**src/rtl/pl_trace_dumper.sv**
```systemverilog
// End-of-run trace unit: halts the CPU on a stop-PC match or cycle timeout, then streams PC, instr and the register file.
// Optional macro TRACE_CYCLES_EN appends the frozen cycle count as a final word.
module pl_trace_dumper #(
    parameter int AW         = 32,
    parameter int DW         = 32,
    parameter int NREG       = 32,
    parameter int RSELW      = 5,
    parameter int CW         = 16,
    parameter int MAX_CYCLES = 1000
) (
    input  logic             clk,
    input  logic             rst,
    input  logic             enable_i,
    input  logic             pc_valid_i,
    input  logic [AW-1:0]    pc_i,
    input  logic [DW-1:0]    instr_i,
    input  logic [AW-1:0]    stop_pc_i,
    output logic [RSELW-1:0] reg_sel_o,
    input  logic [DW-1:0]    reg_data_i,
    output logic             dump_valid_o,
    output logic [DW-1:0]    dump_data_o,
    output logic [7:0]       dump_idx_o,
    input  logic             dump_ready_i,
    output logic             halt_o,
    output logic             done_o,
    output logic             timeout_o,
    output logic [CW-1:0]    cycle_cnt_o,
    output logic [2:0]       dbg_state_o
);

    typedef enum logic [2:0] {
        S_RUN   = 3'd0,
        S_HDR   = 3'd1,
        S_FETCH = 3'd2,
        S_LOAD  = 3'd3,
        S_WAIT  = 3'd4,
        S_TAIL  = 3'd5,
        S_DONE  = 3'd6
    } state_t;

    if (NREG > 2**RSELW) begin : g_bad_nreg
        $error("pl_trace_dumper: NREG exceeds 2**RSELW");
    end
    if (NREG + 3 > 256) begin : g_bad_idx
        $error("pl_trace_dumper: dump index does not fit 8 bits");
    end
    if (MAX_CYCLES < 1 || MAX_CYCLES > 2**CW - 1) begin : g_bad_max
        $error("pl_trace_dumper: MAX_CYCLES out of range");
    end

    state_t            r_state;
    state_t            w_next;
    logic [CW-1:0]     r_cnt;
    logic [AW-1:0]     r_last_pc;
    logic [DW-1:0]     r_last_instr;
    logic [DW-1:0]     r_instr;
    logic [DW-1:0]     r_data;
    logic [7:0]        r_idx;
    logic [RSELW-1:0]  r_reg;
    logic              r_timeout;

    logic              w_match;
    logic              w_tmo;
    logic              w_trig;
    logic              w_accept;
    logic              w_last_reg;
    logic [AW-1:0]     w_lat_pc;
    logic [DW-1:0]     w_lat_instr;

    assign w_match     = pc_valid_i && (pc_i == stop_pc_i);
    assign w_tmo       = (r_cnt == CW'(MAX_CYCLES - 1));
    assign w_trig      = (r_state == S_RUN) && enable_i && (w_match || w_tmo);
    // Valid/ready: a word transfers on a rising edge where dump_valid_o && dump_ready_i;
    // until then valid stays high and data/index are held unchanged.
    assign w_accept    = dump_valid_o && dump_ready_i;
    assign w_last_reg  = (r_reg == RSELW'(NREG - 1));
    assign w_lat_pc    = pc_valid_i ? pc_i : r_last_pc;
    assign w_lat_instr = pc_valid_i ? instr_i : r_last_instr;

    always_ff @(posedge clk or posedge rst) begin
        if (rst) begin
            r_state <= S_RUN;
        end else begin
            r_state <= w_next;
        end
    end

    always_comb begin
        w_next = r_state;
        case (r_state)
            S_RUN:   if (w_trig) w_next = S_HDR;
            S_HDR:   if (w_accept && r_idx == 8'd1) w_next = S_FETCH;
            S_FETCH: w_next = S_LOAD;
            S_LOAD:  w_next = S_WAIT;
            S_WAIT: begin
                if (w_accept) begin
                    if (!w_last_reg) begin
                        w_next = S_FETCH;
                    end else begin
`ifdef TRACE_CYCLES_EN
                        w_next = S_TAIL;
`else
                        w_next = S_DONE;
`endif
                    end
                end
            end
            S_TAIL:  if (w_accept) w_next = S_DONE;
            S_DONE:  w_next = S_DONE;
            default: w_next = S_RUN;
        endcase
    end

    always_comb begin
        halt_o       = (r_state != S_RUN);
        done_o       = (r_state == S_DONE);
        dump_valid_o = (r_state == S_HDR) || (r_state == S_WAIT) || (r_state == S_TAIL);
        reg_sel_o    = '0;
        if (r_state == S_FETCH || r_state == S_LOAD || r_state == S_WAIT) begin
            reg_sel_o = r_reg;
        end
        dbg_state_o  = r_state;
    end

    assign dump_data_o = r_data;
    assign dump_idx_o  = r_idx;
    assign timeout_o   = r_timeout;
    assign cycle_cnt_o = r_cnt;

    always_ff @(posedge clk or posedge rst) begin
        if (rst) begin
            r_cnt        <= '0;
            r_last_pc    <= '0;
            r_last_instr <= '0;
            r_instr      <= '0;
            r_data       <= '0;
            r_idx        <= '0;
            r_reg        <= '0;
            r_timeout    <= 1'b0;
        end else begin
            case (r_state)
                S_RUN: begin
                    if (pc_valid_i) begin
                        r_last_pc    <= pc_i;
                        r_last_instr <= instr_i;
                    end
                    if (w_trig) begin
                        // Match wins over a coincident timeout; the counter freezes from here on.
                        r_timeout <= !w_match;
                        r_instr   <= w_lat_instr;
                        r_data    <= DW'(w_lat_pc);
                        r_idx     <= 8'd0;
                    end else if (enable_i && r_cnt != '1) begin
                        r_cnt <= r_cnt + 1'b1;
                    end
                end
                S_HDR: begin
                    if (w_accept && r_idx == 8'd0) begin
                        r_data <= r_instr;
                        r_idx  <= 8'd1;
                    end else if (w_accept) begin
                        r_reg <= '0;
                    end
                end
                S_LOAD: begin
                    r_data <= (r_reg == '0) ? '0 : reg_data_i;
                    r_idx  <= 8'(r_reg) + 8'd2;
                end
                S_WAIT: begin
                    if (w_accept && !w_last_reg) begin
                        r_reg <= r_reg + 1'b1;
                    end
`ifdef TRACE_CYCLES_EN
                    if (w_accept && w_last_reg) begin
                        r_data <= DW'(r_cnt);
                        r_idx  <= 8'(NREG + 2);
                    end
`endif
                end
                default: begin
                end
            endcase
        end
    end

endmodule

```
**config.mk**
```make
export PLATFORM = sky130hd
export DESIGN_NAME = pl_trace_dumper
export DESIGN_NICKNAME = d
export VERILOG_FILES = /design/src/rtl/pl_trace_dumper.sv
export SDC_FILE = /design/constraint.sdc
export NUM_CORES = 1
export LEC_CHECK = 0
export BUFFER_PORTS_ARGS = -buffer_cell sky130_fd_sc_hd__buf_2
export CAP_MARGIN = 20
export CORE_ASPECT_RATIO = 0.8
export CORE_UTILIZATION = 54
export CTS_CLUSTER_SIZE = 30
export DETAILED_ROUTE_END_ITERATION = 7
export HOLD_SLACK_MARGIN = 0.12
export PLACE_DENSITY = 0.79
export SLEW_MARGIN = 15
export SYNTH_ARGS = -nofsm -noshare
export SYNTH_HDL_FRONTEND = slang
export SYNTH_SLANG_ARGS = --single-unit
export TNS_END_PERCENT = 5
```
**constraint.sdc**
```tcl
create_clock -name clk -period 5.55 [get_ports clk]
set_clock_uncertainty 0.15 [all_clocks]
set_input_delay 0.2775 -clock clk [delete_from_list [all_inputs] [get_ports clk]]
set_output_delay 0.2775 -clock clk [all_outputs]
set_load 0.005 [all_outputs]
```
==> run_results.csv <==
group,metric,value,unit
outcome,result_of_the_run,"complete, no violations",
route,routed_via_density,5.742,
critical_path,crit_required,5.70,ns
clock_tree,clkLatencyLatePin,0.42,ns
layout,drive_gt1_share,39.66,%
placement,place.port_buffers,198,
timing,post-route-min-period,3.642,ns
synth,synth_seq_area_share,48.41,%
timing,maxSlewViolCount,0,
die,design.die.area,15720,sq um
min_path,holdCritPathClass,"primary input to register",
pwr,vdd.ir_drop.worst,0.0002377,V
global_route,overflow,0,
pwr,p_leak,0.005095,uW
synth,netlist.area_leader.share,48.41,%
synth,netlist_area,8219,sq um
synth,ys_top_cells_by_area,"dfrtp_1 (48%), mux2_2 (20%), mux2i_1 (4.1%), o211ai_1 (2.9%), xnor2_1 (2.8%)",
route,drt_first_pass_iters,5,
timing,grt_setup_unrepaired,"false",
synth,dominant_combinational_cell_family_by_area_after_synthesis,"multiplexers",
synth,synthesis.instances,702,
flow_run,cap_viol_max_count,0,
timing,finalHoldViolations,0,
synth,synthFlopType,"dfrtp_1",
pwr,power-per-cell-area,428.8,nW/um^2
critical_path,timing.reg2reg.setup_slack,2.31,ns
critical_path,worst-path-max-fanout,38,
route,dr_total_vias,6753,
global_route,number_of_global_route_vias_before_repair,6970,
min_path,min_delay_path_depth,4,
clock_tree,postCtsSetupRepairBufs,0,
route,drt.antenna.violating_nets,0,
synth,post_synth_xor_area_fraction,5.221,%
critical_path,worst_path_cell_trace,"dlygate4sd3_1 -> buf_2 -> xnor2_1 -> nand4_1 -> or4_1 -> nor3_4 -> a21o_2 -> mux2_2",
clock_tree,root_buffer,"clkbuf_16",
die,io-pin-count,201,
critical_path,critPathTopFamily,"simple AND/OR/NAND/NOR gates",
route,postRouteWirelength,23240,um
clock_tree,clock_tree.buffer_depth,2,
layout,num-nets-final,1116,
pwr,cellInternalPower,3159,uW
critical_path,timing.critical_path.depth,8,
timing,final_report_setup_violation_count,0,
pwr,net-switching-power,1535,uW
timing,slew_at_the_pin_closest_to_its_max_slew_limit,1.082,ns
synth,yosys-mux-area-fraction,26.47,%
global_route,antenna_found_initial,1,
die,die_h,112.3,um
critical_path,worst-endpoint-arrival,3.79,ns
pwr,share_clk_of_total_power,26.2,%
global_route,grt_start_max_net_pins,114,
die,core.rowCount,39,
synth,synth_edf_count,0,
synth,yosys.cell_types.count,47,
route,drt_first_iter_violations,495,
clock_tree,worst_setup_hold_path_clk_slew,0.06,ns
global_route,grt_first_pass_wirelength,36810,um
synth,postSynthAreaPerCell,11.71,sq um
placement,hpwl,13840,um
layout,fin_cells,1176,
die,design.core.area,14590,sq um
die,die_width,139.9,um
synth,synthDominantAreaCellType,"dfrtp_1",
timing,layout_worst_path_cycle_share,65.62,%
clock_tree,numCtsBuffers,17,
route,route.detailed.drc,0,
critical_path,worst-setup-path-type,"primary input to register",
synth,synth_fa_ha_area_share,0.7612,%
global_route,globalRouteTotalUtil,30.67,%
placement,place.gp.congestion,0.8465,
clock_tree,clock_tree.htree_level_count,4,
placement,numPlacedInstances,1044,
clock_tree,clock_tree_from_tritoncts,"built",
die,initial_core_utilization,56.33,%
synth,ff_latch_count_synth,159,
pwr,netSwitchingFraction,32.71,%
pwr,pwr-share-seq,39.1,%
synth,post_synthesis_simple_gate_area_fraction,10.67,%
critical_path,timing.critical_path.slowest_cell_delay,0.88,ns
critical_path,timing.reg2reg.worst_path_depth,6,
clock_tree,clock_sinks,159,
pwr,combinationalPowerShare,34.8,%
timing,slew_headroom,27.84,%
synth,synth-warning-count,0,
critical_path,worst-path-buf-inv,2,
critical_path,setup.worst_path.end_class,"register",
timing,fmax,274.6,MHz
route,routed_wire_length_per_instance,19.76,um
timing,total_negative_setup_slack,0,ns
synth,synth-compound-area-share,5.130,%
layout,area_growth_syn_to_layout,33.19,%
synth,async_set_or_reset_register_ratio_after_synthesis,100.0,%
critical_path,critPathLaunchType,"primary input",
critical_path,critPathSlowestCell,"a21o_2",
## Yosys cell counts, types with 2 or more instances
cell type,instances
and4_1,2
and3_1,3
mux2i_1,34
ha_1,5
buf_6,3
nand3_1,42
clkbuf_1,32
a21oi_1,8
mux2_1,14
nor4_1,6
or3_1,2
or4_1,4
a31oi_1,2
nor2b_1,4
buf_1,3
o21ai_0,7
mux2_2,149
o211ai_1,32
and2_1,3
nand2_1,45
nand2b_1,2
nor3_1,14
buf_4,6
xor2_1,23
o22a_1,2
dfrtp_1,159
nor2_1,17
xnor2_1,26
nor3b_1,3
inv_1,15
nand4_1,15
o22ai_1,5
## path summary, 6_finish.rpt
check	startpoint	end
min in group asynchronous	rst	r_last_instr[29]$_DFFE_PP0N_
min	reg_data_i[31]	dump_data_o[31]$_DFFE_PP0P_
max in group asynchronous	rst	r_instr[4]$_DFFE_PP0P_
max reg2reg	dump_idx_o[3]$_DFFE_PP0P_	dump_data_o[26]$_DFFE_PP0P_
min reg2reg	dump_data_o[9]$_DFFE_PP0P_	dump_data_o[9]$_DFFE_PP0P_
max	pc_i[30]	dump_data_o[26]$_DFFE_PP0P_
## worst min-delay path, delay by kind of cell
family,cells,cell delay [ns]
mux,1,0.16
buf+inv,1,0.09
compound gates,1,0.09
simple gates,1,0.05
## power groups by stage
stage / logic, uW / registers, uW / clock network [uW]
floorplan: 1120 / 1760 / 0
global placement: 1500 / 1810 / 0
detailed placement: 1540 / 1830 / 0
CTS: 1600 / 1820 / 1240
global route: 1770 / 1880 / 1290
finish: 1630 / 1830 / 1230
## area by class of cell
class | count | area [sq um]
Antenna cell | 1 | 2.502
Clock buffer | 23 | 498.0
Clock inverter | 9 | 130.1
Fill cell | 919 | 3643
Inverter | 16 | 65.06
Multi-Input combinational cell | 484 | 4000
Sequential cell | 159 | 3979
Tap cell | 184 | 230.2
Timing Repair Buffer | 300 | 2042
## cell usage in the layout, fill, tap and decap left out, types with 15 or more instances in the layout
| cell | n |
|---|---|
| clkbuf_16 | 17 |
| xnor2_1 | 26 |
| nand4_1 | 15 |
| mux2i_1 | 34 |
| o211ai_1 | 32 |
| xor2_1 | 23 |
| nand2_1 | 45 |
| mux2_2 | 149 |
| buf_2 | 197 |
| nand3_1 | 42 |
| dlygate4sd3_1 | 97 |
| nor2_1 | 17 |
| dfrtp_1 | 159 |
## cells by family (layout without fill, tap and decap cells)
family,after synthesis,in the layout
other,1,3
AO/OA/AOI/OAI,62,62
buffers and inverters,60,348
AND/OR/NAND/NOR,169,169
multiplexers,197,197
flip-flops,159,159
adder cells (fa/ha/maj),5,5
XOR/XNOR,49,49
## metal layers
metal / up-vias / wire [um] / track usage, %
met1: 3369 / 10130 / 40.65
li1: 3076 / - / -
met4: 0 / 370 / 9.963
met5: - / 0 / 0
met2: 278 / 11080 / 50.37
met3: 30 / 1654 / 6.741
## stage by stage
stage / setup WS [ns] / utilization [%] / cell area [sq um] / hold slack (ns) / power (uW)
final: 1.908 / 75.03 / 10950 / 0.1410 / 4694
after global routing: 1.845 / 75.03 / 10950 / 0.1616 / 4941
after CTS: 1.934 / 74.63 / 10890 / 0.1267 / 4661
after detailed placement: 2.045 / 63.67 / 9290 / 0.3248 / 3375
after global placement: 2.093 / 63.67 / 9290 / 0.3156 / 3311
after floorplan: 0.8309 / - / 8223 / 0.2787 / 2874
## timing repair
action / CTS / global route
hold buffers: 97 / 0
hold endpoints to repair: 241 / 0
resized for setup: 0 / 0
No activity file was read; power rests on OpenSTA's default activity.
